===== config.mk =====
export PLATFORM = sky130hd
export DESIGN_NAME = iter_shift_unit
export DESIGN_NICKNAME = d
export VERILOG_FILES = /design/src/rtl/shift_pkg.sv /design/src/rtl/shift_one_step.sv /design/src/rtl/iter_shift_unit.sv
export SDC_FILE = /design/constraint.sdc
export NUM_CORES = 1
export LEC_CHECK = 0
export CORE_ASPECT_RATIO = 1.75
export CORE_MARGIN = 2
export CORE_UTILIZATION = 51
export CTS_BUF_LIST = sky130_fd_sc_hd__clkbuf_4 sky130_fd_sc_hd__clkbuf_8
export DETAILED_ROUTE_END_ITERATION = 6
export HOLD_SLACK_MARGIN = 0.15
export PLACE_DENSITY = 0.91
export SLEW_MARGIN = 20
export SYNTH_ARGS = -nofsm -noshare
export SYNTH_HDL_FRONTEND = slang
export SYNTH_SLANG_ARGS = --single-unit

===== constraint.sdc =====
create_clock -name clock -period 2 [get_ports clock]
set_clock_uncertainty 0.05 [all_clocks]
set_input_delay 0.3 -clock clock [delete_from_list [all_inputs] [get_ports clock]]
set_output_delay 0.3 -clock clock [all_outputs]
set_load 0.1 [all_outputs]

===== src/rtl/shift_pkg.sv =====
// Shared definitions for the iterative shift unit.
// Optional SHIFT_EARLY_EXIT_EN macro is consumed by iter_shift_unit.
package shift_pkg;

    // Default datapath geometry
    localparam int DEF_DATA_WIDTH  = 32;
    localparam int DEF_SHAMT_WIDTH = 5;

    // Shift opcodes; 2'b11 is reserved and behaves as sll
    localparam logic [1:0] SHIFT_OP_SLL = 2'b00;
    localparam logic [1:0] SHIFT_OP_SRL = 2'b01;
    localparam logic [1:0] SHIFT_OP_SRA = 2'b10;

    // Control FSM states
    typedef enum logic [1:0] {
        ST_IDLE  = 2'd0,
        ST_SHIFT = 2'd1,
        ST_DONE  = 2'd2
    } state_t;

endpackage


===== src/rtl/shift_one_step.sv =====
// Combinational one-bit shift step used by the iterative shifter.
// Reserved opcode falls through to the sll path.
module shift_one_step
    import shift_pkg::*;
#(
    parameter int DATA_WIDTH = DEF_DATA_WIDTH
) (
    input  logic [1:0]            op,
    input  logic [DATA_WIDTH-1:0] din,
    output logic [DATA_WIDTH-1:0] dout
);

    // Select fill bit and direction from the opcode
    always_comb begin
        dout = {din[DATA_WIDTH-2:0], 1'b0};
        unique case (1'b1)
            (op == SHIFT_OP_SRL): dout = {1'b0, din[DATA_WIDTH-1:1]};
            (op == SHIFT_OP_SRA): dout = {din[DATA_WIDTH-1], din[DATA_WIDTH-1:1]};
            default:              dout = {din[DATA_WIDTH-2:0], 1'b0};
        endcase
    end

endmodule


===== src/rtl/iter_shift_unit.sv =====
// Iterative one-bit-per-clock shifter with registered result and ready pulse.
// Define SHIFT_EARLY_EXIT_EN to finish as soon as further steps cannot change the value.
module iter_shift_unit
    import shift_pkg::*;
#(
    parameter int DATA_WIDTH  = DEF_DATA_WIDTH,
    parameter int SHAMT_WIDTH = DEF_SHAMT_WIDTH
) (
    input  logic                   clock,
    input  logic                   reset,
    input  logic                   ctrl_start,
    input  logic [1:0]             ctrl_op,
    input  logic [DATA_WIDTH-1:0]  data_operandA,
    input  logic [SHAMT_WIDTH-1:0] ctrl_shiftamt,
    output logic [DATA_WIDTH-1:0]  data_result,
    output logic                   data_resultRDY,
    output logic                   data_busy
);

    state_t                 state;
    state_t                 state_n;
    logic [DATA_WIDTH-1:0]  work;
    logic [DATA_WIDTH-1:0]  work_n;
    logic [DATA_WIDTH-1:0]  step_out;
    logic [DATA_WIDTH-1:0]  result_n;
    logic [SHAMT_WIDTH-1:0] count;
    logic [SHAMT_WIDTH-1:0] count_n;
    logic [1:0]             op;
    logic [1:0]             op_n;
    logic                   settled;

    shift_one_step #(
        .DATA_WIDTH(DATA_WIDTH)
    ) u_step (
        .op   (op),
        .din  (work),
        .dout (step_out)
    );

`ifdef SHIFT_EARLY_EXIT_EN
    // Value is a fixed point of the step: all zero, or all sign bits for sra
    always_comb begin
        settled = (work == '0);
        if (op == SHIFT_OP_SRA) begin
            settled = (work == {DATA_WIDTH{work[DATA_WIDTH-1]}});
        end
    end
`else
    // Always run the full shift count
    always_comb begin
        settled = 1'b0;
    end
`endif

    // Next-state and datapath update
    always_comb begin
        state_n  = state;
        work_n   = work;
        count_n  = count;
        op_n     = op;
        result_n = data_result;
        unique case (1'b1)
            (state == ST_SHIFT): begin
                if (count == '0 || settled) begin
                    result_n = work;
                    state_n  = ST_DONE;
                end else begin
                    work_n  = step_out;
                    count_n = count - SHAMT_WIDTH'(1);
                end
            end
            (state == ST_IDLE),
            (state == ST_DONE): begin
                if (ctrl_start) begin
                    work_n  = data_operandA;
                    count_n = ctrl_shiftamt;
                    op_n    = ctrl_op;
                    state_n = ST_SHIFT;
                end else begin
                    state_n = ST_IDLE;
                end
            end
            default: begin
                state_n = ST_IDLE;
            end
        endcase
    end

    // State, datapath and registered status outputs
    always_ff @(posedge clock or negedge reset) begin
        if (!reset) begin
            state          <= ST_IDLE;
            work           <= '0;
            count          <= '0;
            op             <= SHIFT_OP_SLL;
            data_result    <= '0;
            data_resultRDY <= 1'b0;
            data_busy      <= 1'b0;
        end else begin
            state          <= state_n;
            work           <= work_n;
            count          <= count_n;
            op             <= op_n;
            data_result    <= result_n;
            data_resultRDY <= (state_n == ST_DONE);
            data_busy      <= (state_n == ST_SHIFT);
        end
    end

endmodule

Yosys cells after proc, flatten, opt, wreduce, memory -nomap -nowiden:

Index checks and enable logic that the tools add are counted.

* word-level logic and storage cells: 36
* output and inout port bits: 34
* bits of input ports: 42
* register bits: 75

* equal/unequal tests: 9
* reduce and logical (&&, ||, !) cells: 8
* $add $sub $neg: 1
* muxes and demuxes: 10

Operator list (number)
* $pmux W32 S2: 2
* $mux W32: 2
* $mux W5: 2
* $pmux W5 S2: 1
* $eq A2 B1 Y1 const B: 3
* $eq A2 B2 Y1 const B: 3
* $ne A2 B2 Y1 const B: 3
* $logic_not A5 Y1: 1
* $sub A5 B1 Y5 const B: 1
* $pmux W2 S2: 1
* $reduce_and A2 Y1: 2
* $reduce_and A4 Y1: 1
* $reduce_and A3 Y1: 1
* $logic_not A2 Y1: 1
* $mux W2: 1
* $reduce_bool A2 Y1: 1
* $reduce_or A2 Y1: 1
* $mux W1: 1

Depth between registers and ports, before layout:

* depth in word-level cells: 4
* gate-level depth with buffers: 7
* mapped depth without buffers: 5

Hierarchy:

A second synthesis with hierarchy kept.

* cells, all modules: 385
* area total of the unflattened synthesis: 3858.7 um^2

Modules (own cells, without submodules)
* iter_shift_unit: times used 1, sequential area each 1876.8 um^2, cells an instance 273, area each 3303.2 um^2
* shift_one_step: times used 1, sequential area each 0.0 um^2, cells an instance 112, area each 555.5 um^2

Worst setup path after synthesis:

Ideal clock, no wire load.

* kind: register to register
* start: reg count[0]
* end: reg work[17]
* slack: 0.173 ns
* data arrival time: 1.647 ns
* required time: 1.820 ns
* stages on the path, launching flop included: 8
* library setup time: 0.130 ns
* cell sequence: dfrtp_1 inv_1 ha_1 or4b_4 buf_6 buf_4 a211oi_1 a31oi_1

* longest elaborated chain between the ends: 3

Ends and longest elaborated chain
* start: declaration: line iter_shift_unit.sv:26 `logic [SHAMT_WIDTH-1:0] count;`
* start signal: assignment: line iter_shift_unit.sv:102 `count <= count_n;`
* $logic_not A5 Y1: line iter_shift_unit.sv:64 `if (count == '0 || settled) begin`
* $ne A2 B2 Y1 (no source line)
* $reduce_and A3 Y1 (no source line)
* end signal: assignment: line iter_shift_unit.sv:101 `work <= work_n;`
* end: declaration: line iter_shift_unit.sv:22 `logic [DATA_WIDTH-1:0] work;`

No other way between the ends.
A chain may end at the register's enable or synchronous reset.

Worst setup path after layout:

* start: reg count[0]
* end: reg work[1]

The elaborated chain is that of the path after synthesis.

==> impl_metrics.tcl <==
set metrics [dict create \
    cts-root-buf "clkbuf_8" \
    period_share 0.9976 \
    critPathLaunch "count[0]" \
    ctsLongestPathBuffers 2 \
    die_x_um 68.34 \
    synthArstFlopShare 1.000 \
    clk_pin_slew_ns 0.07 \
    antenna_found_initial 0 \
    cts_made_buffers 9 \
    numClockSinks 75 \
    grt_pass1_vias 3168 \
    clock.fmax_mhz 501.2 \
    fin_crit_ns 1.995 \
    timing.final.ws_setup_ns 0.004806 \
    setup_viol 0 \
    crit_required_ns 2.18 \
    grt-ovfl-total 0 \
    worstMarginPinSlew_ns 0.5905 \
    io_buffers 75 \
    synth_area_per_cell_sq_um 11.62 \
    cts_tree "built" \
    place_worst_setup_slack_ns 0.04586 \
    gp_congestion 0.8269 \
    syn_to_final_growth_pct 27.80 \
    firstDrtPassIters 5 \
    drive_gt1_frac 0.2832 \
    fp.coreArea_sq_um 7131 \
    cp-start-kind "flip-flop" \
    avgViaCountPerCell 6.563 \
    clk_latency_ns 0.35 \
    nets 432 \
    num_vias 3137 \
    wirelength_mm 9.327 \
    critPathMaxFanout 17 \
    r2r-start "count[0]" \
    dp_hpwl_mm 6.163 \
    ioPinCount 76 \
    synth-seq-cells 75 \
    rows 41 \
    grtUsageTotal 0.2533 \
    synth_enable_flop_cells 0 \
    rsz0062_at_grt "yes" \
    num_antenna_cells 0 \
    syn-instance-count 318 \
    cp.arrival_ns 2.17 \
    grt_max_degree 46 \
    wl_per_cell_um 19.51 \
    slew_violations 0 \
    reg2reg_depth 6 \
    ant_nets 0 \
    drc 0 \
    yosys_warnings 0 \
    h-tree-depth 3 \
    end_kind "flip-flop" \
    die_area_sq_um 7968 \
    syn_nets 363 \
    slew_headroom 0.6064 \
    synth-main-ff-cell "dfrtp_1" \
    criticalPathCategory "flip-flop to flip-flop" \
    max-cap-violations 0 \
    grt_pass1_wl_mm 15.04 \
    final-hold-violation-count 0 \
    hp-class "input port to asynchronous set/reset pin" \
    status "complete, no violations" \
    syn_area_sq_um 3695 \
    drt_iter0_drc 262 \
    yosysUniqueCellTypes 33 \
    yosysSeqAreaShare 0.5080 \
    initial_core_util 0.5182 \
    die_y_um 116.6 \
]
-- state kept, by name, indices dropped and copies added, names as in the netlist --
signal / count
work: 32
count: 5
data_busy: 1
data_result: 32
state: 2
data_resultRDY: 1
op: 2
-- logic make-up after synthesis --
| logic type | Yosys count | share of synthesized area |
|---|---|---|
| compound gates | 138 | 0.2780 |
| flops | 75 | 0.5080 |
| buf+inv | 47 | 0.06502 |
| mux | 35 | 0.1060 |
| simple gates | 20 | 0.03285 |
| fa+ha+maj | 3 | 0.01016 |
-- cell usage after synthesis, types with 2 or more instances --
library cell | instances | area (sq um)
dfrtp_1 | 75 | 1877
buf_2 | 6 | 30.03
inv_1 | 8 | 30.03
mux2_2 | 33 | 371.6
mux2i_1 | 2 | 20.02
o21ai_0 | 3 | 15.01
nor2_1 | 2 | 7.510
buf_6 | 7 | 78.83
a21oi_1 | 2 | 10.01
nand2_1 | 3 | 11.26
ha_1 | 3 | 37.54
nand3_1 | 2 | 10.01
nor2b_1 | 6 | 37.54
a211oi_1 | 31 | 232.7
a22oi_1 | 29 | 217.7
a21o_1 | 3 | 22.52
a311oi_1 | 2 | 17.52
a22o_1 | 2 | 17.52
o2111ai_1 | 31 | 271.5
a31oi_1 | 33 | 206.5
clkbuf_1 | 23 | 86.33
-- cell usage in the layout (no fill, tap or decap), types with 2 or more instances in the layout --
cell	instances
a211oi_1	29
a211oi_2	2
a21o_1	2
a21oi_1	2
a22o_1	2
a22oi_1	29
a311oi_1	2
a31oi_1	32
buf_12	6
buf_4	49
clkbuf_4	2
clkbuf_8	13
clkdlybuf4s50_1	40
dfrtp_1	75
ha_1	3
inv_1	8
mux2_2	33
mux2i_1	2
nand2_1	3
nand3_1	2
nor2_1	2
nor2b_1	4
nor2b_2	2
o2111ai_1	31
o21ai_0	3
-- metal layers --
layer	GRT usage	wire length, um
met4	0.1480	399
met5	0	0
met1	0.3067	3486
met2	0.4052	5015
met3	0.05780	426
-- critical path, cell delays in order, from the launching register on --
cell      delay [ns]
dfrtp_1         0.42
inv_1           0.10
ha_1            0.19
or4b_4          0.52
buf_4           0.23
a211oi_1        0.28
a31oi_1         0.07
-- cell type report --
cell class	count	area (sq um)
multi-input combinational	196	1607
fill	553	2409
inverter	9	33.78
clock inverter	1	5.005
timing repair buffer	96	898.4
tap	86	107.6
clock buffer	15	193.9
sequential	75	1877
-- metrics by stage --
step           cells  setup TNS (ns)  hold WS [ns]  cell area (sq um)  utilization
6_report         478               0        0.4435               4722       0.6622
5_1_grt          478          -1.044        0.4771               4722       0.6622
4_1_cts          477               0        0.4483               4691       0.6578
3_5_place_dp     460               0        0.2900               4482       0.6285
3_3_place_gp     460               0        0.2803               4482       0.6285
2_1_floorplan    318               0      -0.04559               3695            -
-- final timing paths --
kind	to	slack (ns)
worst max-delay path	work[1]	0.005
worst min-delay path	data_result[14]	0.44
worst max register to register	work[1]	0.005
worst min register to register	data_result[3]	0.46
max in group asynchronous	work[18]	0.88
min in group clock	data_result[3]	0.46
-- repair_timing --
action	4_1_cts	5_1_grt
endpoints found under the setup margin	0	32
setup buffers	0	1
hold endpoints to repair	44	0
gates resized for setup	0	4
hold buffers	1	0
Power is not shown: default switching activity piles up to over one toggle a cycle in this logic, so the estimate is an artifact.
